### src/rtl/fifo_thresh.sv
// fifo_thresh -- synchronous show-ahead FIFO with occupancy thresholds.
//
// Purpose:
//   Single-clock FIFO of DEPTH words (any DEPTH >= 2, not only powers of
//   two). rd_data always shows the head entry (first-word fall-through).
//   The registered occupancy counter drives full/empty and the
//   almost_full/almost_empty threshold flags.
//
// Parameters:
//   DATA_WIDTH  data word width (default 16)
//   DEPTH       number of entries (default 8)
//   AF_THRESH   almost_full when level >= AF_THRESH (default DEPTH-2)
//   AE_THRESH   almost_empty when level <= AE_THRESH (default 2)
//   LW          level width, $clog2(DEPTH+1)
//
// Ports:
//   clk           clock, rising edge
//   rst           synchronous reset, active-high
//   wr_en/wr_data push request and data
//   rd_en/rd_data pop request and head entry (show-ahead)
//   flush         discard all entries (priority over push/pop)
//   clr_err       clears the sticky error flags
//   full, empty, almost_full, almost_empty, level   occupancy status
//   overflow      sticky: push attempted while full
//   underflow     sticky: pop attempted while empty
//
// Configuration macro:
//   FIFO_ERR_FLAGS_EN  when defined, overflow/underflow are sticky
//                      registers; otherwise they are tied to 0 and
//                      clr_err is ignored.

module fifo_thresh #(
    parameter int DATA_WIDTH = 16,
    parameter int DEPTH      = 8,
    parameter int AF_THRESH  = DEPTH - 2,
    parameter int AE_THRESH  = 2,
    localparam int LW        = $clog2(DEPTH + 1)
) (
    input  logic                  clk,
    input  logic                  rst,
    input  logic                  wr_en,
    input  logic [DATA_WIDTH-1:0] wr_data,
    input  logic                  rd_en,
    output logic [DATA_WIDTH-1:0] rd_data,
    input  logic                  flush,
    input  logic                  clr_err,
    output logic                  full,
    output logic                  empty,
    output logic                  almost_full,
    output logic                  almost_empty,
    output logic [LW-1:0]         level,
    output logic                  overflow,
    output logic                  underflow
);

    localparam int PW = (DEPTH > 1) ? $clog2(DEPTH) : 1;

    logic [DATA_WIDTH-1:0] r_mem [DEPTH];
    logic [PW-1:0]         r_wr_ptr;
    logic [PW-1:0]         r_rd_ptr;
    logic [LW-1:0]         r_level;

    logic w_push;
    logic w_pop;

    // Explicit wrap so non-power-of-two depths never index past DEPTH-1.
    function automatic logic [PW-1:0] next_ptr(input logic [PW-1:0] p);
        if (p == PW'(DEPTH - 1))
            return '0;
        else
            return p + PW'(1);
    endfunction

    // Status is decoded from the registered level only.
    assign full         = (r_level == LW'(DEPTH));
    assign empty        = (r_level == '0);
    assign almost_full  = (r_level >= LW'(AF_THRESH));
    assign almost_empty = (r_level <= LW'(AE_THRESH));
    assign level        = r_level;

    // Gating on full/empty makes push-at-full and pop-at-empty resolve to
    // the single legal operation when both requests arrive together.
    assign w_push = wr_en && !full  && !flush;
    assign w_pop  = rd_en && !empty && !flush;

    assign rd_data = r_mem[r_rd_ptr];

    // Storage has no reset; stale words are unreachable once level is 0.
    always_ff @(posedge clk) begin
        if (w_push)
            r_mem[r_wr_ptr] <= wr_data;
    end

    always_ff @(posedge clk) begin
        if (rst || flush) begin
            r_wr_ptr <= '0;
            r_rd_ptr <= '0;
            r_level  <= '0;
        end else begin
            if (w_push)
                r_wr_ptr <= next_ptr(r_wr_ptr);
            if (w_pop)
                r_rd_ptr <= next_ptr(r_rd_ptr);
            case ({w_push, w_pop})
                2'b10:   r_level <= r_level + LW'(1);
                2'b01:   r_level <= r_level - LW'(1);
                default: r_level <= r_level;
            endcase
        end
    end

`ifdef FIFO_ERR_FLAGS_EN
    logic r_overflow;
    logic r_underflow;

    // Set is written after clear so a same-cycle error keeps the flag high.
    always_ff @(posedge clk) begin
        if (rst) begin
            r_overflow  <= 1'b0;
            r_underflow <= 1'b0;
        end else begin
            if (clr_err) begin
                r_overflow  <= 1'b0;
                r_underflow <= 1'b0;
            end
            if (wr_en && full)
                r_overflow <= 1'b1;
            if (rd_en && empty)
                r_underflow <= 1'b1;
        end
    end

    assign overflow  = r_overflow;
    assign underflow = r_underflow;
`else
    logic w_unused_clr;

    assign w_unused_clr = clr_err;
    assign overflow     = 1'b0;
    assign underflow    = 1'b0;
`endif

endmodule

### config.mk
export PLATFORM = sky130hd
export DESIGN_NAME = fifo_thresh
export DESIGN_NICKNAME = d
export VERILOG_FILES = /design/src/rtl/fifo_thresh.sv
export SDC_FILE = /design/constraint.sdc
export NUM_CORES = 1
export LEC_CHECK = 0
export CORE_AREA = 4 4 120 87
export DETAILED_ROUTE_END_ITERATION = 6
export DIE_AREA = 0 0 124 91
export GPL_ROUTABILITY_DRIVEN = 0
export HOLD_SLACK_MARGIN = 0.12
export PLACE_DENSITY = 0.82
export SLEW_MARGIN = 5
export SYNTH_ARGS = -nofsm -noshare
export SYNTH_HDL_FRONTEND = slang
export SYNTH_SLANG_ARGS = --single-unit
### constraint.sdc
create_clock -name clk -period 8.1 [get_ports clk]
set_clock_uncertainty 0.2 [all_clocks]
set_input_delay 1.62 -clock clk [delete_from_list [all_inputs] [get_ports clk]]
set_output_delay 1.62 -clock clk [all_outputs]
set_load 0.005 [all_outputs]
==> reports/results.txt <==
outcome: finished clean
hold crit path type: reg -> reg
io pins: 48
Remaining Overflow, GRT: 0
CP Capture Type: output pin
fin crit period: 4650 ps
Die W: 124 µm
reg2reg setup slack: 5140 ps
switching power total: 290 µW
LEAKAGE: 2.18 nW
drt first pass iters: 4
FP Rows: 29
total negative slack: 0 ps
Max Fclk: 0.215 GHz
Clk pin slew, worst setup/hold paths: 60 ps
syn_area_per_cell: 20.4 µm²
Sequential Power Share: 0.513
Starting Density: 0.611
vias: 2724
Worst path slowest cell: dfxtp_2
DRC Markers: 0
Clk pwr share: 0.453
worst reg2reg endpoint: level[2]
clock tree buffer depth: 2
fin. max-slew vios: 0
Sw Ratio: 0.185
setup bufs post-CTS: 0
peak supply drop: 0.000239 V
Comb pwr share: 0.033
share of post-route cells with drive strength above 1: 0.267
DPL Wire Length: 5800 µm
Hold Path Origin: r_rd_ptr[1]
DR WL/cell: 22.1 µm
Detailed Route Iter0 Violations: 320
FILL cells: 531
die area: 11300 µm²
GRT Util Overall: 0.202
Period Utilization, post-route: 0.574
area grow syn2layout: 20.5%
synthesized flop and latch total: 141
PortBufs: 44
crit path kind: reg -> out
final hold vios: 0
Synth Warn #: 0
worst-skew pair later-pin latency: 410 ps
crit path cell chain: buf_4, mux4_2, mux2_2, clkdlybuf4s50_1
Root Buffer: clkbuf_16
initial antenna violation count: 0
TritonCTS clock tree: built
hold_buf cts: 0
vias per inst: 5.82
final wirelength: 10300 µm
die height: 91 µm
Critical Path RT: 6280 ps
CP Data Arrival Time: 2830 ps
cells on worst reg2reg path: 9
diodes inserted: 0
Routed Antenna Nets: 0
relative slew slack: 0.382
cts repair resizes: 0
Nets: 360
worst hold stages: 2
first-pass GRT wire length: 16200 µm
Cell Area, Synth: 5570 µm²
Max FO, Critical Path: 19
sequential area share after synthesis: 0.737
H-tree depth: 4
largest net degree at the start of global routing: 33
Synth cell types: 34
Final setup viols: 0
Syn Inst Count: 273
Pint: 1.27 mW
Worst Setup Start Kind: register
fin util: 0.736
Clock Sinks: 141
number of global-route vias before repair: 2879
RSZ-0062 raised after global routing: false
pwr dens: 233 nW/µm²
Max stage delay on crit path: 640 ps
Num CTS Buffers: 17
Tightest Pin Transition: 925 ps
launch point of the worst reg-to-reg path: level[1]
Core Footprint: 9110 µm²
max_cap viols: 0
==> worst max-delay path by stage <==
| stage | from | to | depth (start not counted) |
|---|---|---|---|
| floorplan | flush | r_mem[0][0] | 2 |
| global placement | register | rd_data[8] | 4 |
| detailed placement | register | rd_data[3] | 4 |
| CTS | register | rd_data[3] | 4 |
| global route | register | rd_data[3] | 4 |
| finish | register | rd_data[3] | 4 |
==> power groups by stage <==
stage | Sequential (mW) | Clock (mW) | Combinational [mW]
final | 0.803 | 0.709 | 0.0522
after global routing | 0.803 | 0.757 | 0.0568
after CTS | 0.803 | 0.723 | 0.0530
after detailed placement | 0.817 | 0 | 0.0521
after global placement | 0.817 | 0 | 0.0501
after floorplan | 0.816 | 0 | 0.0222
==> stage by stage <==
step | hold slack [ps] | std cells | setup WS [ps] | area, µm² | power, mW
floorplan | 288 | 274 | 4080 | 5570 | 0.838
global placement | 298 | 436 | 3850 | 6160 | 0.867
detailed placement | 304 | 436 | 3830 | 6160 | 0.870
CTS | 317 | 468 | 3350 | 6710 | 1.58
global route | 377 | 468 | 3240 | 6710 | 1.62
finish | 321 | 468 | 3450 | 6710 | 1.56
==> state kept, by name (all words and copies together), names as in the netlist, named ones only <==
register	cells
r_rd_ptr	3
level	4
r_wr_ptr	3
r_mem	128
==> kinds of logic (layout without fill, tap and decap cells) <==
kind of cell | Yosys count | after routing | share of synthesized area
xor gates and xnor gates | 3 | 3 | 0.00472
AOI/OAI and AO/OA | 13 | 13 | 0.0160
adders and majority gates | 7 | 7 | 0.0157
other | 1 | 2 | 0.000674
muxes | 51 | 51 | 0.167
DFF | 141 | 141 | 0.737
and+or+nand+nor | 40 | 40 | 0.0393
buffers and inverters | 17 | 87 | 0.0189
==> cells in the final DEF (no fill, tap or decap), types with 3 or more instances in the layout <==
cell type	synthesis	routed
clkinv_1	0	4
nand2_1	6	6
nor2_1	11	11
clkinv_2	0	3
clkbuf_16	0	17
dfxtp_1	13	11
edfxtp_1	128	128
nand2b_1	4	4
xor2_1	3	3
a21oi_1	6	6
clkbuf_1	3	5
nor3_2	0	4
clkdlybuf4s50_1	0	44
mux2i_1	3	3
ha_1	7	7
mux4_2	32	32
mux2_2	16	16
or3_1	3	3
buf_4	2	9
==> worst max-delay path, delay by kind of cell (launching register included) <==
kind | cells | cell delay (ps)
flops | 1 | 640
mux | 2 | 860
buf+inv | 2 | 900
==> metal layers <==
metal | up-vias | track usage | routed length (µm)
li1 | 1226 | - | -
met1 | 1417 | 0.289 | 4560
met2 | 67 | 0.307 | 5180
met3 | 14 | 0.0522 | 444
met4 | 0 | 0.0684 | 141
met5 | - | 0 | 0
==> synthesized netlist by cell type, drive strengths merged <==
library cell / instances / area share
edfxtp: 128 / 0.69
mux4: 32 / 0.13
mux2: 16 / 0.032
dfxtp: 13 / 0.047
buf: 12 / 0.016
nor2: 11 / 0.0074
a21oi: 7 / 0.0070
ha: 7 / 0.016
nand2: 7 / 0.0052
nor3: 6 / 0.0054
nand2b: 4 / 0.0045
clkbuf: 3 / 0.0020
mux2i: 3 / 0.0054
or3: 3 / 0.0034
xor2: 3 / 0.0047
inv: 2 / 0.0013
nand3: 2 / 0.0018
nor4: 2 / 0.0022
o21ai: 2 / 0.0018
a211oi: 1 / 0.0013
a32o: 1 / 0.0018
conb: 1 / 0.00067
nand3b: 1 / 0.0036
nand4b: 1 / 0.0016
nor3b: 1 / 0.0013
o22ai: 1 / 0.0011
o41ai: 1 / 0.0029
or2: 1 / 0.0011
or4b: 1 / 0.0018
==> cell type report <==
type	instances	area, µm²	area share
inverters	2	7.51	0.00112
clock buffers	22	444	0.0662
flip-flops and latches	141	4110	0.612
clock inverters	10	97.6	0.0146
multi-input cells	116	1390	0.207
well taps	124	155	0.0231
repair buffers	53	508	0.0758
No activity file was read; power rests on OpenSTA's default activity.
